===== src/rtl/program_loader_if.sv =====
// Host/sequencer-facing signal bundle for program_loader.
//   slave  : the loader itself (takes host bytes and sequencer strobes, drives bus and status)
//   master : whoever drives the loader (host pins plus control sequencer, or a testbench)
interface program_loader_if #(
   parameter int DATA_W = 8
);
   logic              start;
   logic [DATA_W-1:0] host_data;
   logic              host_valid;
   logic              host_ready;
   logic              ready;
   logic              read_ui_in;
   logic              done_load;
   logic              programming;
   logic [DATA_W-1:0] bus_out;
   logic              bus_oe;
   logic [4:0]        load_count;
   logic              prog_done;
   logic              underrun;
   logic              overflow;

   modport slave (
      input  start, host_data, host_valid, ready, read_ui_in, done_load,
      output host_ready, programming, bus_out, bus_oe, load_count,
             prog_done, underrun, overflow
   );

   modport master (
      output start, host_data, host_valid, ready, read_ui_in, done_load,
      input  host_ready, programming, bus_out, bus_oe, load_count,
             prog_done, underrun, overflow
   );
endinterface


===== src/rtl/program_loader.sv =====
// program_loader: buffers host bytes and feeds them to the CPU control
// sequencer during programming mode, one byte per RAM-write instruction.
//
// Ports:
//   clk     system clock, everything updates on its rising edge
//   resetn  asynchronous active-low reset
//   pl      program_loader_if.slave:
//             start / host_data / host_valid / host_ready  host side
//             ready / read_ui_in / done_load / programming  sequencer side
//             bus_out / bus_oe                             CPU bus drive
//             load_count / prog_done / underrun / overflow status
//
// state  | meaning
// -------+---------------------------------------------------------------
// IDLE   | waiting for start; host bytes ignored
// ARM    | prefilling buffer, waiting for sequencer T0 (ready)
// LOAD   | programming=1; bytes popped on read_ui_in, done_load counted
// DONE   | one cycle after the last write, then back to IDLE
//
// The buffer needs FIFO_DEPTH >= 2 and a power of two.
module program_loader #(
   parameter int WORDS      = 16,
   parameter int DATA_W     = 8,
   parameter int FIFO_DEPTH = 2
) (
   input  logic            clk,
   input  logic            resetn,
   program_loader_if.slave pl
);
   localparam int          AW       = (FIFO_DEPTH > 1) ? $clog2(FIFO_DEPTH) : 1;
   localparam logic [AW:0] PTR_ONE  = (AW + 1)'(1);
   localparam logic [4:0]  CNT_LAST = 5'(WORDS - 1);
   localparam logic [4:0]  CNT_FULL = 5'(WORDS);

   typedef enum logic [1:0] {S_IDLE, S_ARM, S_LOAD, S_DONE} state_t;

   state_t            state, state_nxt;
   logic [DATA_W-1:0] mem [FIFO_DEPTH];
   logic [AW:0]       wr_ptr, rd_ptr;
   logic [4:0]        load_count;
   logic              prog_done, underrun, overflow;
   logic              active, in_load, empty, full;
   logic              rd_req, pop, push, host_ready, flush;

   assign active  = (state == S_ARM) || (state == S_LOAD);
   assign in_load = (state == S_LOAD);
   assign empty   = (wr_ptr == rd_ptr);
   assign full    = (wr_ptr[AW] != rd_ptr[AW]) && (wr_ptr[AW-1:0] == rd_ptr[AW-1:0]);

   assign rd_req = in_load && pl.read_ui_in;
   assign pop    = rd_req && !empty;
   // A pop on the same edge frees a slot, so a full buffer can still take a byte.
   assign host_ready = active && (!full || pop);
   assign push       = pl.host_valid && host_ready;

   assign pl.host_ready  = host_ready;
   assign pl.programming = in_load;
   assign pl.bus_oe      = rd_req;
   assign pl.bus_out     = (in_load && !empty) ? mem[rd_ptr[AW-1:0]] : '0;
   assign pl.load_count  = load_count;
   assign pl.prog_done   = prog_done;
   assign pl.underrun    = underrun;
   assign pl.overflow    = overflow;

   always_comb begin
      state_nxt = state;
      flush     = 1'b0;
      case (state)
         S_IDLE: begin
            if (pl.start) begin
               state_nxt = S_ARM;
               flush     = 1'b1;
            end
         end
         S_ARM:  if (pl.ready) state_nxt = S_LOAD;
         S_LOAD: if (pl.done_load && (load_count == CNT_LAST)) state_nxt = S_DONE;
         S_DONE: state_nxt = S_IDLE;
         default: state_nxt = S_IDLE;
      endcase
   end

   always_ff @(posedge clk or negedge resetn) begin
      if (!resetn) state <= S_IDLE;
      else         state <= state_nxt;
   end

   always_ff @(posedge clk or negedge resetn) begin
      if (!resetn) begin
         wr_ptr <= '0;
         rd_ptr <= '0;
      end else if (flush) begin
         wr_ptr <= '0;
         rd_ptr <= '0;
      end else begin
         if (push) wr_ptr <= wr_ptr + PTR_ONE;
         if (pop)  rd_ptr <= rd_ptr + PTR_ONE;
      end
   end

   // Storage is not reset: contents are only visible while the pointers say non-empty.
   always_ff @(posedge clk) begin
      if (push) mem[wr_ptr[AW-1:0]] <= pl.host_data;
   end

   always_ff @(posedge clk or negedge resetn) begin
      if (!resetn) begin
         load_count <= '0;
         prog_done  <= 1'b0;
         underrun   <= 1'b0;
         overflow   <= 1'b0;
      end else if (flush) begin
         load_count <= '0;
         prog_done  <= 1'b0;
         underrun   <= 1'b0;
         overflow   <= 1'b0;
      end else begin
         if (in_load && pl.done_load && (load_count != CNT_FULL))
            load_count <= load_count + 5'd1;
         if (in_load && (state_nxt == S_DONE))
            prog_done <= 1'b1;
         if (rd_req && empty)
            underrun <= 1'b1;
         if (active && pl.host_valid && !host_ready)
            overflow <= 1'b1;
      end
   end
endmodule


===== src/flat_wrapper.sv =====
// flat-port wrapper written by rule: the top's interface ports become plain ports
module program_loader_flat 
#(
   parameter int WORDS      = 16,
   parameter int DATA_W     = 8,
   parameter int FIFO_DEPTH = 2
)
  (clk, resetn, pl_start, pl_host_data, pl_host_valid, pl_ready, pl_read_ui_in, pl_done_load, pl_host_ready, pl_programming, pl_bus_out, pl_bus_oe, pl_load_count, pl_prog_done, pl_underrun, pl_overflow);
  program_loader_if #(.DATA_W(DATA_W)) pl_i ();
  input  logic clk;
  input  logic resetn;
  input wire logic [$bits(pl_i.start)-1:0] pl_start;
  input wire logic [$bits(pl_i.host_data)-1:0] pl_host_data;
  input wire logic [$bits(pl_i.host_valid)-1:0] pl_host_valid;
  input wire logic [$bits(pl_i.ready)-1:0] pl_ready;
  input wire logic [$bits(pl_i.read_ui_in)-1:0] pl_read_ui_in;
  input wire logic [$bits(pl_i.done_load)-1:0] pl_done_load;
  output wire logic [$bits(pl_i.host_ready)-1:0] pl_host_ready;
  output wire logic [$bits(pl_i.programming)-1:0] pl_programming;
  output wire logic [$bits(pl_i.bus_out)-1:0] pl_bus_out;
  output wire logic [$bits(pl_i.bus_oe)-1:0] pl_bus_oe;
  output wire logic [$bits(pl_i.load_count)-1:0] pl_load_count;
  output wire logic [$bits(pl_i.prog_done)-1:0] pl_prog_done;
  output wire logic [$bits(pl_i.underrun)-1:0] pl_underrun;
  output wire logic [$bits(pl_i.overflow)-1:0] pl_overflow;
  assign pl_i.start = pl_start;
  assign pl_i.host_data = pl_host_data;
  assign pl_i.host_valid = pl_host_valid;
  assign pl_i.ready = pl_ready;
  assign pl_i.read_ui_in = pl_read_ui_in;
  assign pl_i.done_load = pl_done_load;
  assign pl_host_ready = pl_i.host_ready;
  assign pl_programming = pl_i.programming;
  assign pl_bus_out = pl_i.bus_out;
  assign pl_bus_oe = pl_i.bus_oe;
  assign pl_load_count = pl_i.load_count;
  assign pl_prog_done = pl_i.prog_done;
  assign pl_underrun = pl_i.underrun;
  assign pl_overflow = pl_i.overflow;
  program_loader #(.WORDS(WORDS), .DATA_W(DATA_W), .FIFO_DEPTH(FIFO_DEPTH)) u_core (.clk(clk), .resetn(resetn), .pl(pl_i));
endmodule

===== config.mk =====
export PLATFORM = sky130hd
export DESIGN_NAME = program_loader_flat
export DESIGN_NICKNAME = d
export VERILOG_FILES = /design/src/rtl/program_loader_if.sv /design/src/rtl/program_loader.sv /design/src/flat_wrapper.sv
export SDC_FILE = /design/constraint.sdc
export NUM_CORES = 1
export LEC_CHECK = 0
export CAP_MARGIN = 20
export CORE_MARGIN = 2
export CORE_UTILIZATION = 45
export DETAILED_ROUTE_END_ITERATION = 10
export GPL_TIMING_DRIVEN = 0
export PLACE_DENSITY = 0.75
export SLEW_MARGIN = 20
export SYNTH_ARGS = -nofsm -noshare
export SYNTH_HDL_FRONTEND = slang
export SYNTH_SLANG_ARGS = --single-unit

===== constraint.sdc =====
create_clock -name clk -period 2 [get_ports clk]
set_input_delay 0.2 -clock clk [delete_from_list [all_inputs] [get_ports clk]]
set_output_delay 0.2 -clock clk [all_outputs]
set_load 0.1 [all_outputs]

### Yosys cells after proc, flatten, opt, wreduce, memory -nomap -nowiden

Memory sizes are Yosys's and may differ from the RTL's.
Index checks and enable logic that the tools add are counted.

| storage, ports and cells | value |
|---|---|
| output and inout bits | 19 |
| memory bits (writable) | 16 |
| memories | 1 |
| logic and storage cells | 66 |
| flip-flop bits (word level) | 14 |
| input port bits | 15 |
| memory bits (read-only) | 0 |
| bits in latches | 0 |

Memories:

| memory | words | width | rd ports | clocked after memory_dff | write ports | RTL line | RTL |
|---|---|---|---|---|---|---|---|
| u_core.mem | 2 | 8 | 1 | 0 | 1 | program_loader.sv:38 | `logic [DATA_W-1:0] mem [FIFO_DEPTH];` |

| cells by class | value |
|---|---|
| shifts and indexed selects | 0 |
| $lt $le $gt $ge | 0 |
| $mul | 0 |
| eq/ne operators | 9 |
| $add $sub $neg | 3 |
| reduce and logical (&&, ||, !) cells | 25 |
| muxes and demuxes | 21 |
| bitwise logic cells | 0 |
| div/mod/pow operators | 0 |

Operators by type and width:

| kind | count |
|---|---|
| 2-to-1 mux 2 bit | 7 |
| logical AND 1 bit | 13 |
| nonzero test 2 bit | 6 |
| 2-to-1 mux 1 bit | 10 |
| 2-to-1 mux 5 bit | 2 |
| 2-to-1 mux 8 bit | 1 |
| one-hot mux 2 bit (4 select lines) | 1 |
| equality test 2 bit, second input constant | 3 |
| adder 5 x 1 -> 5 bit, second input constant | 1 |
| equality test 5 x 4 -> 1 bit, second input constant | 1 |
| inequality test 5 bit, second input constant | 1 |
| adder 2 x 1 -> 2 bit, second input constant | 2 |
| zero test 1 bit | 3 |
| equality test 2 x 1 -> 1 bit, second input constant | 1 |
| equality test 2 bit | 1 |
| zero test 2 bit | 1 |
| logical OR 1 bit | 2 |
| equality test 1 bit | 1 |
| inequality test 1 bit | 1 |

### Longest topological paths before layout

Gate-level depths: netlist (run 1).

| logic depth | value |
|---|---|
| depth in word-level cells | 9 |
| mapped depth | 6 |
| mapped depth without buffers | 6 |

### Least setup slack after synthesis (run 1)

No wires, ideal clock.

| path | value |
|---|---|
| kind | register to output |
| start | register u_core.state[0] |
| end | output port pl_host_ready |
| data required time | 1800 ps |
| stages on the path, launching flop included | 7 |
| arrival | 3866 ps |
| setup slack | -2066 ps |
| cells stage by stage | dfrtp_1 -> inv_1 -> ha_1 -> nand2_2 -> inv_1 -> nor3_1 -> nor2b_1 |

| on the way | value |
|---|---|
| word-level cells in the longest chain between the ends | 5 |
| elaborated cells between the ends (all ways) | 7 |
| those cells by class | eq/ne (2); reduce/logical (5) |

RTL lines:

| element | RTL line | RTL |
|---|---|---|
| start, declared | program_loader.sv:37 | `state_t state, state_nxt;` |
| start signal, assigned | program_loader.sv:84 | `else state <= state_nxt;` |
| equality test 2 bit | program_loader.sv:46 | `assign in_load = (state == S_LOAD);` |
| named net pl_programming | flat_wrapper.sv:19 | `output wire logic [$bits(pl_i.programming)-1:0] pl_programming;` |
| logical AND 1 bit | program_loader.sv:50 | `assign rd_req = in_load && pl.read_ui_in;` |
| named net pl_bus_oe | flat_wrapper.sv:21 | `output wire logic [$bits(pl_i.bus_oe)-1:0] pl_bus_oe;` |
| logical AND 1 bit | program_loader.sv:51 | `assign pop = rd_req && !empty;` |
| logical OR 1 bit | program_loader.sv:53 | `assign host_ready = active && (!full \|\| pop);` |
| logical AND 1 bit | program_loader.sv:53 |  |
| end, declared | flat_wrapper.sv:18 | `output wire logic [$bits(pl_i.host_ready)-1:0] pl_host_ready;` |

The timed path passes the listed nets, and every way through them passes these cells.

### Worst setup path in the final report (run 1)

| path | value |
|---|---|
| start | register u_core.rd_ptr[1] |
| end | output port pl_bus_out[5] |

| on the way | value |
|---|---|
| word-level cells in the longest chain between the ends | 4 |

RTL lines:

| element | RTL line | RTL |
|---|---|---|
| start, declared | program_loader.sv:39 | `logic [AW:0] wr_ptr, rd_ptr;` |
| start signal, assigned | program_loader.sv:96 | `if (pop) rd_ptr <= rd_ptr + PTR_ONE;` |
| equality test 2 bit | program_loader.sv:47 | `assign empty = (wr_ptr == rd_ptr);` |
| zero test 1 bit | program_loader.sv:59 | `assign pl.bus_out = (in_load && !empty) ? mem[rd_ptr[AW-1:0]] : '0;` |
| logical AND 1 bit | program_loader.sv:59 |  |
| 2-to-1 mux 8 bit | program_loader.sv:59 |  |
| end, declared | flat_wrapper.sv:20 | `output wire logic [$bits(pl_i.bus_out)-1:0] pl_bus_out;` |

Every way passes these cells.

==> reports/metrics.csv, run 1 <==
metric;value;unit
status;finished clean;
critPathKind;flip-flop to primary output;
drt_iter0_drc;44;
fmax;532;MHz
async_flop_share;46.7;%
end_kind;primary output;
post-synth-top-count-cell;edfxtp_1;
maxSlewViolCount;0;
clk_pin_slew_worst_paths;0.09;ns
cts_inserted_buffers;5;
antenna_found_initial;0;
drive_gt1_share;28.2;%
drt_wl_total;3230;um
nFillCells;252;
tns;0;ns
p_int;0.00171;W
post_drt_wl_per_cell;14.2;um
syn_inst;135;
synth.largest_area_cell;edfxtp_1;
power_frac_comb;63.4;%
fin_skew;0.0103;ns
die_area;3850;um2
grt_pass1_wl;5070;um
cts_tree;built;
antenna_cells;0;
ys.flop_type;edfxtp_1;
syn_area_per_cell;11.2;um2
ctsHtreeMaxLevel;2;
ir_drop;1300;uV
io_buffer_count;33;
rr_startpoint;u_core.state[0]$_DFF_PN0_;
switching_power;0.00187;W
via_per_inst;5.19;
crit_start;u_core.rd_ptr[1]$_DFFE_PN0P_;
syn_to_final_growth;46.0;%
ys_top_cells_by_area;edfxtp_1, dfrtp_1, ha_1, mux2i_1, nor2_1;
cp.required;1.80;ns
fp.dieH;62.1;um
layout.nets;203;
p_per_area;1620;nW/um2
tightestPinTransition;0.957;ns
yosysWarnings;0;
synthTopCellsByCount;edfxtp_1, nor2_1, dfrtp_1, inv_1, nand2_1;
seq_power_share;26.3;%
rows;21;
synthDistinctLibCells;40;
clock_path_buffers;2;
ant_nets;0;
hold_class;input pin to asynchronous set/reset pin;
core_region_area;3280;um2
grt_max_degree;15;
finalCriticalPeriod;1.88;ns
grt_pass1_vias;1119;
power;0.00358;W
die_w;62.1;um
clockRootBuffer;clkbuf_4;
path_max_fanout;8;
cp-start-kind;flip-flop;
ios;34;
synth-seq-cells;30;
final-hold-violation-count;0;
ys_seq_area_share;54.8;%
clkLatencyLatePin;0.32;ns
grt_util_all_layers;19.0;%
routabilityCongestion;0.864;
arrival;1.68;ns
initial_core_util;46.2;%
p_leak;0.870;nW
fin_crit_sh;94.0;%
setup_viol;0;
firstDrtPassIters;4;
grt-ovfl-total;0;
yosysTopAreaCellShare;31.7;%
relSlewSlack;36.5;%
max-cap-violations;0;
syn_area;1520;um2
cts.sinks;30;
routed-via-count;1179;
dp_hpwl;2270;um
drc_errors;0;
synth_nets;158;
p_sw_share;52.2;%
synth_edf_count;16;
clkPwrFrac;10.3;%
rsz0062_at_grt;no;
worst paths after layout:
path	endpoint	slack [ns]	depth (start not counted)
max	pl_bus_out[5]	0.12	5
min	u_core.pl.load_count[4]$_DFFE_PN0P_	0.27	1
max reg2reg	u_core.mem[0][6]$_DFFE_PP_	0.18	8
min reg2reg	u_core.pl.prog_done$_DFFE_PN0P_	0.49	2
max in group asynchronous	u_core.pl.load_count[1]$_DFFE_PN0P_	1.25	1
min in group clk	u_core.mem[1][7]$_DFFE_PP_	0.45	1
cells by family (layout without fill, tap and decap cells):
group	count (synthesis)	after routing	share of synthesized area, %
AND/OR/NAND/NOR	42	42	13.6
flip-flops	30	30	54.8
AO/OA/AOI/OAI	29	29	13.3
buffers and inverters	14	60	4.13
adder cells (fa/ha/maj)	8	8	6.60
multiplexers	8	8	5.28
XOR/XNOR	4	4	2.31
layout by cell type, fill, tap and decap left out, drive strengths merged, types with 2 or more instances in the layout:
cell / count
xnor2: 2
nor2: 15
edfxtp: 16
clkdlybuf4s50: 14
a21oi: 7
nand3: 4
o21ai: 6
a31oi: 2
or4: 2
dlygate4sd2: 8
and2: 2
xor2: 2
nand2: 10
nor3: 3
inv: 8
dfrtp: 14
buf: 16
ha: 8
mux2i: 8
a2111o: 2
clkbuf: 12
sequential cells by signal (all words and copies together) (netlist names):
name	count
u_core.pl.overflow	1
u_core.mem	16
u_core.wr_ptr	2
u_core.rd_ptr	2
u_core.pl.load_count	5
u_core.pl.underrun	1
u_core.pl.prog_done	1
u_core.state	2
area by class of cell:
class                      count  area [um2]  share of cell area (%)
sequential                    30         842                    38.0
multi-input combinational     91         791                    35.7
timing repair buffer          38         397                    17.9
clock buffer                   8        58.8                    2.66
tap                           46        57.6                    2.60
inverter                       9        37.5                    1.69
buffer                         5        31.3                    1.41
routing by layer:
layer	share of wire (%)	track usage (%)	vias to the layer above
met4	1.4	6.38	0
met5	0	0	-
met2	51	31.5	32
met1	42	23.2	553
met3	5.2	6.21	6
li1	-	-	588
worst max-delay path: stages (launching register included):
cell and delay (ns):
dfrtp_1 0.48, xor2_2 0.31, o21ai_4 0.09, buf_12 0.16, nor2_4 0.11, buf_6 0.23
what timing repair did:
action,in CTS,in global routing
buffers inserted,3,2
resized for setup,75,14
cloned,0,0
endpoints found under the setup margin,19,19
pin swaps,2,3
hold buffers,0,0
metrics by stage:
step                util, %  setup WS, ns  cells  hold slack (ns)  area (um2)
floorplan                 -        -0.232    135          -0.0956        1650
global placement       62.0        -0.690    214            0.461        2040
detailed placement     62.0        -0.725    214            0.472        2040
CTS                    64.7       0.00140    225            0.278        2120
global route           67.4        0.0116    227            0.302        2210
finish                 67.4         0.120    227            0.271        2210
power by group through the flow:
stage	clock network, W	logic (W)	registers, W
global placement	0	0.00205	0.000944
finish	0.000369	0.00227	0.000941
detailed placement	0	0.00208	0.000955
CTS	0.000378	0.00213	0.000937
floorplan	0	0.00137	0.00123
global route	0.000406	0.00242	0.000961
No activity file was read; power rests on OpenSTA's default activity.
==> run 2: changes to the inputs <==
--- a/config.mk
+++ b/config.mk
@@ -7,10 +7,11 @@
 export LEC_CHECK = 0
 export CAP_MARGIN = 20
 export CORE_MARGIN = 2
-export CORE_UTILIZATION = 45
+export CORE_UTILIZATION = 55
+export CTS_BUF_LIST = sky130_fd_sc_hd__clkbuf_8
 export DETAILED_ROUTE_END_ITERATION = 10
 export GPL_TIMING_DRIVEN = 0
-export PLACE_DENSITY = 0.75
+export PLACE_DENSITY = 0.86
 export SLEW_MARGIN = 20
 export SYNTH_ARGS = -nofsm -noshare
 export SYNTH_HDL_FRONTEND = slang
==> constraint.sdc (replaced) <==
create_clock -name clk -period 2.33 [get_ports clk]
set_input_delay 0.233 -clock clk [delete_from_list [all_inputs] [get_ports clk]]
set_output_delay 0.233 -clock clk [all_outputs]
set_load 0.1 [all_outputs]
==> reports/metrics.csv, run 2 (same netlist as run 1, synthesis figures left out) <==
metric;value;unit;change
relSlewSlack;35.2;%;was 36.5%
fin_area;2060;um2;was 2210 um2
ant_nets;0;;unchanged
ctsHtreeMaxLevel;2;;unchanged
regArea;831;um2;was 842 um2
grt_max_degree;15;;unchanged
fp.dieH;56.5;um;was 62.1 um
arrival;2.19;ns;was 1.68 ns
grt-ovfl-total;0;;unchanged
dr_wl_met3;224;um;was 169 um
p_per_area;1450;nW/um2;was 1620 nW/um2
antenna_found_initial;0;;unchanged
setup_viol;1;;was 0
io_buffer_count;33;;unchanged
postCtsSetupRepairBufs;0;;was 3
maxSlewViolCount;0;;unchanged
fin_skew;0.0109;ns;was 0.0103 ns
rsz0062_at_grt;yes;;was no
placed_cells;200;;was 214
max-cap-violations;0;;unchanged
tightestPinTransition;0.969;ns;was 0.957 ns
ios;34;;unchanged
drt_iter0_drc;77;;was 44
final-hold-violation-count;0;;unchanged
firstDrtPassIters;5;;was 4
syn_to_final_growth;36.0;%;was 46.0%
rows;19;;was 21
stdcell_count;208;;was 227
nFillCells;184;;was 252
cp-start-kind;flip-flop;;unchanged
post_drt_wl_per_cell;16.9;um;was 14.2 um
dp_hpwl;2580;um;was 2270 um
drive_gt1_share;20.3;%;was 28.2%
via_per_inst;6.04;;was 5.19
routed-wl-met2;1790;um;was 1660 um
drt-met1-wl;1360;um;was 1350 um
status;finished, violations left;;was finished clean
final_cell_mix;clkdlybuf4s50_1, edfxtp_1, dfrtp_1;;was edfxtp_1, clkdlybuf4s50_1
setup_slack;-0.0911;ns;was 0.120 ns
postPlaceCellArea;1990;um2;was 2040 um2
cp.required;2.10;ns;was 1.80 ns
r2r_slack;0.10;ns;was 0.18 ns
cts.sinks;30;;unchanged
clockRootBuffer;clkbuf_8;;was clkbuf_4
layout.nets;199;;was 203
grt_pass1_wl;5840;um;was 5070 um
cts_inserted_buffers;5;;unchanged
end_kind;primary output;;unchanged
tns;-0.0911;ns;was 0 ns
critPathKind;flip-flop to primary output;;unchanged
clkLatencyLatePin;0.29;ns;was 0.32 ns
top_layer;met4;;unchanged
largest_register_ffs;16;;unchanged
multiInputGateArea;723;um2;was 791 um2
path_max_fanout;7;;was 8
die_area;3190;um2;was 3850 um2
clk_pin_slew_worst_paths;0.06;ns;was 0.09 ns
clock_path_buffers;2;;unchanged
die_w;56.5;um;was 62.1 um
p_leak;0.818;nW;was 0.870 nW
core_region_area;2690;um2;was 3280 um2
drc_errors;0;;unchanged
drt_wl_total;3510;um;was 3230 um
antenna_cells;0;;unchanged
initial_core_util;56.5;%;was 46.2%
ir_drop;1520;uV;was 1300 uV
routed-via-count;1256;;was 1,179
routabilityCongestion;0.850;;was 0.864
fin_crit_sh;104;%;
power;0.00299;W;was 0.00358 W
final_common_cell;clkdlybuf4s50_1;;was edfxtp_1
hold-worst-slack;0.352;ns;was 0.271 ns
hold_class;input pin to asynchronous set/reset pin;;unchanged
violations;setup timing;;
grt_pass1_vias;1282;;was 1,119
cts_tree;built;;unchanged
grt_util_all_layers;24.7;%;was 19.0%
finalCriticalPeriod;2.42;ns;
fmax;413;MHz;
==> run 2: cell types whose count changed in the layout (fill, tap and decap cells not counted), moves of 5 or more <==
cell             before  now
buf_6                 9    2
clkbuf_8              1    6
clkdlybuf4s50_1      14   22
dfrtp_1               9   14
dlygate4sd2_1         8    1
==> run 2: power by group <==
part / switching (W) / internal [W] / total [W] / leakage [nW]
Clock: 0.000194 / 0.000233 / 0.000427 / 0.0524
Sequential: 0.0000921 / 0.000713 / 0.000805 / 0.333
Combinational: 0.00130 / 0.000462 / 0.00176 / 0.432
Total: 0.00158 / 0.00141 / 0.00299 / 0.818
==> run 2: final timing paths <==
path	start	end	cells after the start
setup / recovery	u_core.rd_ptr[1]$_DFFE_PN0P_	pl_host_ready	4
hold / removal	resetn	u_core.state[0]$_DFF_PN0_	1
setup reg to reg	u_core.rd_ptr[1]$_DFFE_PN0P_	u_core.mem[1][4]$_DFFE_PP_	3
hold reg to reg	u_core.pl.prog_done$_DFFE_PN0P_	u_core.pl.prog_done$_DFFE_PN0P_	2
max in group asynchronous	resetn	u_core.pl.overflow$_DFFE_PN0P_	1
min in group clk	u_core.pl.prog_done$_DFFE_PN0P_	u_core.pl.prog_done$_DFFE_PN0P_	2
==> run 2: repair_timing <==
action,in CTS,in global routing
cloned,0,0
hold buffers,0,0
setup endpoints to repair,11,11
resized for setup,42,12
==> run 2: per-layer routing <==
| layer | vias up | GRT usage, % |
|---|---|---|
| met3 | 16 | 7.37 |
| met1 | 606 | 29.2 |
| met4 | 0 | 14.3 |
| met5 | - | 0 |
| met2 | 61 | 39.7 |
| li1 | 573 | - |
==> run 2: worst max-delay path, stage by stage (launching register included) <==
cell	delay, ns
dfrtp_1	0.44
xnor2_1	0.64
nor3_4	0.15
nor2b_4	0.13
clkdlybuf4s15_2	0.55
==> run 2: area by class of cell <==
class	instances	share of cell area (%)
flip-flops and latches	30	40.3
well taps	31	1.88
clock inverters	2	0.425
clock buffers	6	4.00
multi-input cells	91	35.1
repair buffers	34	15.1
inverters	9	1.82
plain buffers	5	1.40
==> run 2: through the flow <==
stage | utilization (%) | worst slack, ns
floorplan | - | -0.0925
global placement | 73.7 | -0.736
detailed placement | 74.2 | -0.318
CTS | 76.6 | -0.141
global route | 76.8 | -0.169
finish | 76.8 | -0.0911
